## config.mk

```make
export PLATFORM = sky130hd
export DESIGN_NAME = approx_rc_adder_pipe_flat
export DESIGN_NICKNAME = d
export VERILOG_FILES = /design/src/rtl/approx_rc_adder_pipe_pkg.sv /design/src/rtl/approx_rc_adder_pipe_if.sv /design/src/rtl/approx_rc_adder_pipe_stage.sv /design/src/rtl/approx_rc_adder_pipe.sv /design/src/flat_wrapper.sv
export SDC_FILE = /design/constraint.sdc
export NUM_CORES = 1
export LEC_CHECK = 0
export CORE_ASPECT_RATIO = 0.9
export CORE_MARGIN = 1
export CORE_UTILIZATION = 40
export DETAILED_ROUTE_END_ITERATION = 8
export HOLD_SLACK_MARGIN = 0.06
export PLACE_DENSITY = 0.73
export SLEW_MARGIN = 30
export SYNTH_ARGS = -nofsm -noshare
export SYNTH_HDL_FRONTEND = slang
export SYNTH_HIERARCHICAL = 1
export SYNTH_SLANG_ARGS = --single-unit
```

## constraint.sdc

```tcl
create_clock -name clk -period 2.04 [get_ports clk]
set_clock_uncertainty 0.05 [all_clocks]
set_input_delay 0.306 -clock clk [delete_from_list [all_inputs] [get_ports clk]]
set_output_delay 0.306 -clock clk [all_outputs]
set_load 0.02 [all_outputs]
```

## src/rtl/approx_rc_adder_pipe_pkg.sv

```systemverilog
// rtl/approx_rc_adder_pipe_pkg.sv - adder cell functions and pipeline depth helper
package approx_adder_pkg;

  // Exact full adder, returns {carry, sum}
  function automatic logic [1:0] exact_fa(input logic a, input logic b, input logic c);
    return {(a & b) | (a & c) | (b & c), a ^ b ^ c};
  endfunction

  // Approximate cell 0_170: sum = ~c, carry = 0; the operand bits do not influence it
  function automatic logic [1:0] approx_fa_0_170(input logic a, input logic b, input logic c);
    return {1'b0 & a & b, ~c};
  endfunction

  // Number of pipeline stages needed to resolve width bits, sb bits at a time
  function automatic int n_stages(input int width, input int sb);
    return (width + sb - 1) / sb;
  endfunction

endpackage

```

## src/rtl/approx_rc_adder_pipe_if.sv

```systemverilog
// rtl/approx_rc_adder_pipe_if.sv - operand and result stream bundle for the pipelined adder
interface approx_rc_adder_pipe_if #(
  parameter int WIDTH = 8
);
  logic             in_valid;
  logic             in_ready;
  logic [WIDTH-1:0] in_a;
  logic [WIDTH-1:0] in_b;
  logic             in_approx;
  logic             out_valid;
  logic             out_ready;
  logic [WIDTH:0]   out_sum;
  logic             out_approx;

  modport master (
    output in_valid, in_a, in_b, in_approx, out_ready,
    input  in_ready, out_valid, out_sum, out_approx
  );

  modport slave (
    input  in_valid, in_a, in_b, in_approx, out_ready,
    output in_ready, out_valid, out_sum, out_approx
  );
endinterface

```

## src/rtl/approx_rc_adder_pipe_stage.sv

```systemverilog
// rtl/approx_rc_adder_pipe_stage.sv - one ripple slice of the adder plus its stage register
module approx_rc_stage
  import approx_adder_pkg::*;
#(
  parameter int WIDTH       = 8,
  parameter int LO          = 0,
  parameter int HI          = 3,
  parameter int APPROX_BITS = 4
) (
  input  logic             clk,
  input  logic             rst,
  input  logic             stall,
  input  logic             in_valid,
  input  logic             in_mode,
  input  logic             in_carry,
  input  logic [WIDTH-1:0] in_a,
  input  logic [WIDTH-1:0] in_b,
  input  logic [WIDTH-1:0] in_sum,
  output logic             out_valid,
  output logic             out_mode,
  output logic             out_carry,
  output logic [WIDTH-1:0] out_a,
  output logic [WIDTH-1:0] out_b,
  output logic [WIDTH-1:0] out_sum
);

  logic [WIDTH-1:0] sum_next;
  logic             carry_next;
  logic             c;
  logic [1:0]       fa;

  // Ripple through bits LO..HI, picking the approximate cell for low bits in approx mode
  always_comb begin
    sum_next = in_sum;
    c        = in_carry;
    fa       = 2'b00;
    for (int i = LO; i <= HI; i++) begin
      if (in_mode && (i < APPROX_BITS)) begin
        fa = approx_fa_0_170(in_a[i], in_b[i], c);
      end else begin
        fa = exact_fa(in_a[i], in_b[i], c);
      end
      sum_next[i] = fa[0];
      c           = fa[1];
    end
    carry_next = c;
  end

  // Stage register; the whole pipe freezes together on a stall
  always_ff @(posedge clk or posedge rst) begin
    if (rst) begin
      out_valid <= 1'b0;
      out_mode  <= 1'b0;
      out_carry <= 1'b0;
      out_a     <= '0;
      out_b     <= '0;
      out_sum   <= '0;
    end else if (!stall) begin
      out_valid <= in_valid;
      out_mode  <= in_mode;
      out_carry <= carry_next;
      out_a     <= in_a;
      out_b     <= in_b;
      out_sum   <= sum_next;
    end
  end

endmodule

```

## src/rtl/approx_rc_adder_pipe.sv

```systemverilog
// rtl/approx_rc_adder_pipe.sv - pipelined ripple-carry adder with selectable approximate LSBs
module approx_rc_adder_pipe
  import approx_adder_pkg::*;
#(
  parameter int WIDTH       = 8,
  parameter int APPROX_BITS = 4,
  parameter int STAGE_BITS  = 4
) (
  input logic                  clk,
  input logic                  rst,
  approx_rc_adder_pipe_if.slave bus
);

  localparam int NSTAGES = n_stages(WIDTH, STAGE_BITS);

  // Index k is the input side of stage k; index NSTAGES is the final register
  logic             v_p [0:NSTAGES];
  logic             m_p [0:NSTAGES];
  logic             c_p [0:NSTAGES];
  logic [WIDTH-1:0] a_p [0:NSTAGES];
  logic [WIDTH-1:0] b_p [0:NSTAGES];
  logic [WIDTH-1:0] s_p [0:NSTAGES];
  logic             stall;
  logic             unused_tail;

  assign stall        = bus.out_valid & ~bus.out_ready;
  assign bus.in_ready = ~stall;

  // Bubbles enter with zeroed data so idle registers carry no stale operands
  assign v_p[0] = bus.in_valid;
  assign m_p[0] = bus.in_valid & bus.in_approx;
  assign c_p[0] = 1'b0;
  assign a_p[0] = bus.in_valid ? bus.in_a : '0;
  assign b_p[0] = bus.in_valid ? bus.in_b : '0;
  assign s_p[0] = '0;

  for (genvar k = 0; k < NSTAGES; k++) begin : g_stage
    localparam int LO = k * STAGE_BITS;
    localparam int HI = ((k + 1) * STAGE_BITS < WIDTH) ? (k + 1) * STAGE_BITS - 1 : WIDTH - 1;

    approx_rc_stage #(
      .WIDTH      (WIDTH),
      .LO         (LO),
      .HI         (HI),
      .APPROX_BITS(APPROX_BITS)
    ) u_stage (
      .clk      (clk),
      .rst      (rst),
      .stall    (stall),
      .in_valid (v_p[k]),
      .in_mode  (m_p[k]),
      .in_carry (c_p[k]),
      .in_a     (a_p[k]),
      .in_b     (b_p[k]),
      .in_sum   (s_p[k]),
      .out_valid(v_p[k+1]),
      .out_mode (m_p[k+1]),
      .out_carry(c_p[k+1]),
      .out_a    (a_p[k+1]),
      .out_b    (b_p[k+1]),
      .out_sum  (s_p[k+1])
    );
  end

  assign bus.out_valid  = v_p[NSTAGES];
  assign bus.out_approx = m_p[NSTAGES];
  assign bus.out_sum    = {c_p[NSTAGES], s_p[NSTAGES]};

  // Operands are fully consumed by the last stage
  assign unused_tail = ^{a_p[NSTAGES], b_p[NSTAGES]};

endmodule

```

## src/flat_wrapper.sv

```systemverilog
// flat-port wrapper written by rule: the top's interface ports become plain ports
module approx_rc_adder_pipe_flat import approx_adder_pkg::*;
#(
  parameter int WIDTH       = 8,
  parameter int APPROX_BITS = 4,
  parameter int STAGE_BITS  = 4
)
  (clk, rst, bus_in_valid, bus_in_a, bus_in_b, bus_in_approx, bus_out_ready, bus_in_ready, bus_out_valid, bus_out_sum, bus_out_approx);
  approx_rc_adder_pipe_if #(.WIDTH(WIDTH)) bus_i ();
  input logic clk;
  input logic rst;
  input wire logic [$bits(bus_i.in_valid)-1:0] bus_in_valid;
  input wire logic [$bits(bus_i.in_a)-1:0] bus_in_a;
  input wire logic [$bits(bus_i.in_b)-1:0] bus_in_b;
  input wire logic [$bits(bus_i.in_approx)-1:0] bus_in_approx;
  input wire logic [$bits(bus_i.out_ready)-1:0] bus_out_ready;
  output wire logic [$bits(bus_i.in_ready)-1:0] bus_in_ready;
  output wire logic [$bits(bus_i.out_valid)-1:0] bus_out_valid;
  output wire logic [$bits(bus_i.out_sum)-1:0] bus_out_sum;
  output wire logic [$bits(bus_i.out_approx)-1:0] bus_out_approx;
  assign bus_i.in_valid = bus_in_valid;
  assign bus_i.in_a = bus_in_a;
  assign bus_i.in_b = bus_in_b;
  assign bus_i.in_approx = bus_in_approx;
  assign bus_i.out_ready = bus_out_ready;
  assign bus_in_ready = bus_i.in_ready;
  assign bus_out_valid = bus_i.out_valid;
  assign bus_out_sum = bus_i.out_sum;
  assign bus_out_approx = bus_i.out_approx;
  approx_rc_adder_pipe #(.WIDTH(WIDTH), .APPROX_BITS(APPROX_BITS), .STAGE_BITS(STAGE_BITS)) u_core (.clk(clk), .rst(rst), .bus(bus_i));
endmodule
```

# --- Word-level counts from Yosys, hierarchy flattened ---
# Cells that the tools add are included.
classes:
  n_mux: 6
  bitwise_logic: 58
op_table:
  columns: ["operator", "count"]
  rows:
  - ["1-bit bitwise AND", 24]
  - ["8-bit 2-to-1 mux", 2]
  - ["1-bit bitwise XOR", 15]
  - ["1-bit OR", 14]
  - ["2-bit 2-to-1 mux", 4]
  - ["1-bit NOT", 5]
totals:
  output_inout_bits: 12
  regBits: 34

# --- Longest topological paths before layout ---
depth:
  depth_word: 15
  ltp_mapped: 12
  mapped_depth_nobuf: 11

# --- Cells and area by module ---
# The synthesis kept the hierarchy.
by_module_without_submodules:
  columns: ["module", "seq_area_each_um2", "instances", "cells_each", "area_per_inst_um2"]
  rows:
  - ["approx_rc_stage at u_core.g_stage[0].u_stage", 675.6, 1, 85, 1209.9]
  - ["approx_rc_stage at u_core.g_stage[1].u_stage", 675.6, 1, 77, 1188.6]
  - ["approx_rc_adder_pipe", 0.0, 1, 22, 157.7]

# --- Least setup slack after synthesis ---
# OpenSTA, ideal clock, no wires.
synth_timing:
  kind: "in2reg"
  startpoint: "input bus_in_valid"
  endpoint: "register u_core.g_stage[0].u_stage.out_sum[3]"
  path_stages: 12
  setup_time_ns: 0.077
  path_slack_ns: -0.444
  path_buffers: 1
  t_arrival_ns: 2.357
  cell_sequence: "buf_6 -> and2_2 -> inv_1 -> fa_1 -> nor2_1 -> fa_1 -> nor2b_1 -> fa_1 -> nand2b_1 -> fa_1 -> nor3b_1 -> a21oi_1"
synth_lines:
  columns: ["element", "line_no", "rtl"]
  rows:
  - ["start: declaration", "flat_wrapper.sv:12", "input wire logic [$bits(bus_i.in_valid)-1:0] bus_in_valid;"]
  - ["end signal: assignment", "approx_rc_adder_pipe_stage.sv:64", "out_sum <= sum_next;"]
  - ["end: declaration", "approx_rc_adder_pipe_stage.sv:24", "output logic [WIDTH-1:0] out_sum"]

==> run_results.csv <==
group,metric,value,unit
floorplanning,die_h,60.1,µm
final_layout,instances_no_fill,195,
floorplanning,io_pins,33,
worst_setup_path,cpMostUsedCell,"fa_2",
cts,cts_buffers,3,
power_and_ir_drop,p_switching,0.477,mW
timing,setup_viol,2,
routing,vias,894,
outcome,violations,"setup timing",
final_layout,nets,181,
final_layout,fin_util,0.558,
final_layout,drive_gt1_frac,0.397,
logic_synthesis,syn_inst,120,
worst_setup_path,crit_slowest_cell,"fa_2",
timing,rsz0062_at_grt,"true",
placed_design,dp_slack,-0.942,ns
cts,postCtsSetupBuffers,0,
global_routing,grt-ovfl-total,0,
final_layout,area_growth,29.4,%
power_and_ir_drop,p_per_area,887,nW/µm²
timing,worst_slack,-0.229,ns
floorplanning,dieArea,4000,µm²
power_and_ir_drop,switching_share,0.277,
final_layout,diodes,0,
power_and_ir_drop,total_power,1.72,mW
timing,fmax,0.441,GHz
worst_setup_path,cp_slowest_stage_delay,0.41,ns
routing,drc,0,
final_layout,fin_area,1940,µm²
global_routing,antenna_found_initial,0,
cts,insertion_delay,0.26,ns
worst_setup_path,critPathMaxFanout,1,
routing,routedWlPerCell,11.9,µm
floorplanning,core-area,3480,µm²
global_routing,grt_pass1_vias,972,
floorplanning,start_util,0.431,
power_and_ir_drop,p_clk_frac,0.239,
power_and_ir_drop,ir_worst_vdd,0.430,mV
global_routing,grt_usage,0.142,
cts,clk_root_buffer_cell,"clkbuf_8",
logic_synthesis,syn_avg_cell_area,12.5,µm²
worst_setup_path,cp.arrival,2.41,ns
floorplanning,die_w,66.6,µm
worst_setup_path,r2r_cells,8,
timing,hold_violations,0,
worst_setup_path,cp.required,2.18,ns
timing,holdWs,0.294,ns
routing,drt_first_pass_iters,2,
logic_synthesis,netlist_area,1500,µm²
power_and_ir_drop,leakage,0.879,nW
routing,wl,2330,µm
routing,drt_iter0_markers,26,
cts,ctsHoldBuffers,0,
cts,clkTransAtPathRegs,0.08,ns
worst_setup_path,worstPathCellList,"buf_6 > and2_4 > inv_2 > fa_2 > nor2_4 > fa_2 > nor2b_4 > fa_2 > nand2b_4 > fa_2 > nor3b_2 > a21oi_1",
placed_design,port_buffers,32,
worst_setup_path,start_kind,"input pin",
placed_design,hpwl,1890,µm
cts,cts_buffer_depth,2,
placed_design,gp_congestion,0.772,
timing,maxSlewHeadroom,0.627,
cts,cts_tree,"built",
logic_synthesis,ys_warn_count,6,
global_routing,grt_pass1_wl,4200,µm
timing,setup-tns-final,-0.273,ns
cts,clock-sinks,26,
min_path,hold_path.class,"input pin to asynchronous set/reset pin",
worst_setup_path,end_kind,"flop",
floorplanning,rows,20,
power_and_ir_drop,seq_power_share,0.406,
placed_design,place_area,1850,µm²
cts,cts_max_level,1,
placed_design,dp.cells,191,
timing,slew_viol_final,0,
routing,ant_nets,0,
power_and_ir_drop,p_int,1.25,mW
timing,fin_crit,2.27,ns
job,maxCapViolations,0,
worst_setup_path,crit_type,"input pin to flop",
timing,tightestPinTransition,0.559,ns
power_and_ir_drop,comb_power_share,0.355,
outcome,outcome,"finished, violations left",
global_routing,grt_max_degree,34,
timing,fin_crit_sh,1.11,
routing,avgViaCountPerCell,4.58,
## flip-flops by register name (all words and copies together), names as in the netlist
register,cells
u_core/g_stage.u_stage/out_valid,2
u_core/g_stage.u_stage/out_sum,12
u_core/g_stage.u_stage/out_mode,2
u_core/g_stage.u_stage/out_carry,2
u_core/g_stage.u_stage/out_a,4
u_core/g_stage.u_stage/out_b,4
## metal layers
metal / GRT usage / wire length [µm] / vias up
met5: 0 / 0 / -
met4: 0.0365 / 33 / 0
met3: 0.0324 / 96 / 2
met2: 0.260 / 1130 / 26
met1: 0.166 / 1060 / 441
li1: - / - / 425
## final timing paths
check                      slack [ns]                                                to                                              from
setup / recovery                -0.23  u_core/g_stage[0].u_stage/out_sum[3]$_DFFE_PP0N_                                       bus_in_a[0]
hold / removal                   0.29    u_core/g_stage[1].u_stage/out_mode$_DFFE_PP0N_                                               rst
setup reg to reg                -0.04  u_core/g_stage[1].u_stage/out_sum[7]$_DFFE_PP0N_   u_core/g_stage[0].u_stage/out_carry$_DFFE_PP0N_
hold reg to reg                  0.44  u_core/g_stage[0].u_stage/out_sum[2]$_DFFE_PP0N_  u_core/g_stage[0].u_stage/out_sum[2]$_DFFE_PP0N_
max in group asynchronous        1.21    u_core/g_stage[0].u_stage/out_a[6]$_DFFE_PP0N_                                               rst
min in group clk                 0.39   u_core/g_stage[0].u_stage/out_valid$_DFFE_PP0N_                                      bus_in_valid
## cells in the final DEF, fill, tap and decap left out, types with 3 or more instances in the layout
cell type / instances
buf_6: 3
and2_1: 4
clkbuf_8: 3
inv_1: 12
and2_2: 8
fa_2: 6
and2_4: 5
nand2_1: 6
buf_4: 4
mux2_4: 14
inv_2: 4
dfrtp_1: 26
mux2_2: 5
clkdlybuf4s50_1: 26
o21ai_0: 3
## worst max-delay path, delay by kind of cell
| family | cells | cell delay [ns] |
|---|---|---|
| fa+ha+maj | 4 | 1.29 |
| simple gates | 5 | 0.55 |
| buf+inv | 2 | 0.14 |
| compound gates | 1 | 0.12 |
## final cells by class
type                            instances  area, µm²
Clock buffer                            3       41.3
Clock inverter                          1       30.0
Fill cell                             296       1540
Inverter                               16       60.1
Multi-Input combinational cell         68        731
Sequential cell                        26        651
Tap cell                               44       55.1
Timing Repair Buffer                   37        374
## power by group through the flow
stage / clock, mW / sequential, mW / combinational (mW)
2_1_floorplan: 0 / 0.779 / 0.331
6_report: 0.412 / 0.699 / 0.612
3_5_place_dp: 0 / 0.712 / 0.614
5_1_grt: 0.449 / 0.715 / 0.666
4_1_cts: 0.422 / 0.702 / 0.618
3_3_place_gp: 0 / 0.703 / 0.597
## what timing repair did
action	CTS	global route
pin swaps	10	8
resized for setup	23	4
endpoints found under the hold margin	0	0
endpoints found under the setup margin	4	4
Note: power is estimated with default switching activity, not from simulation.
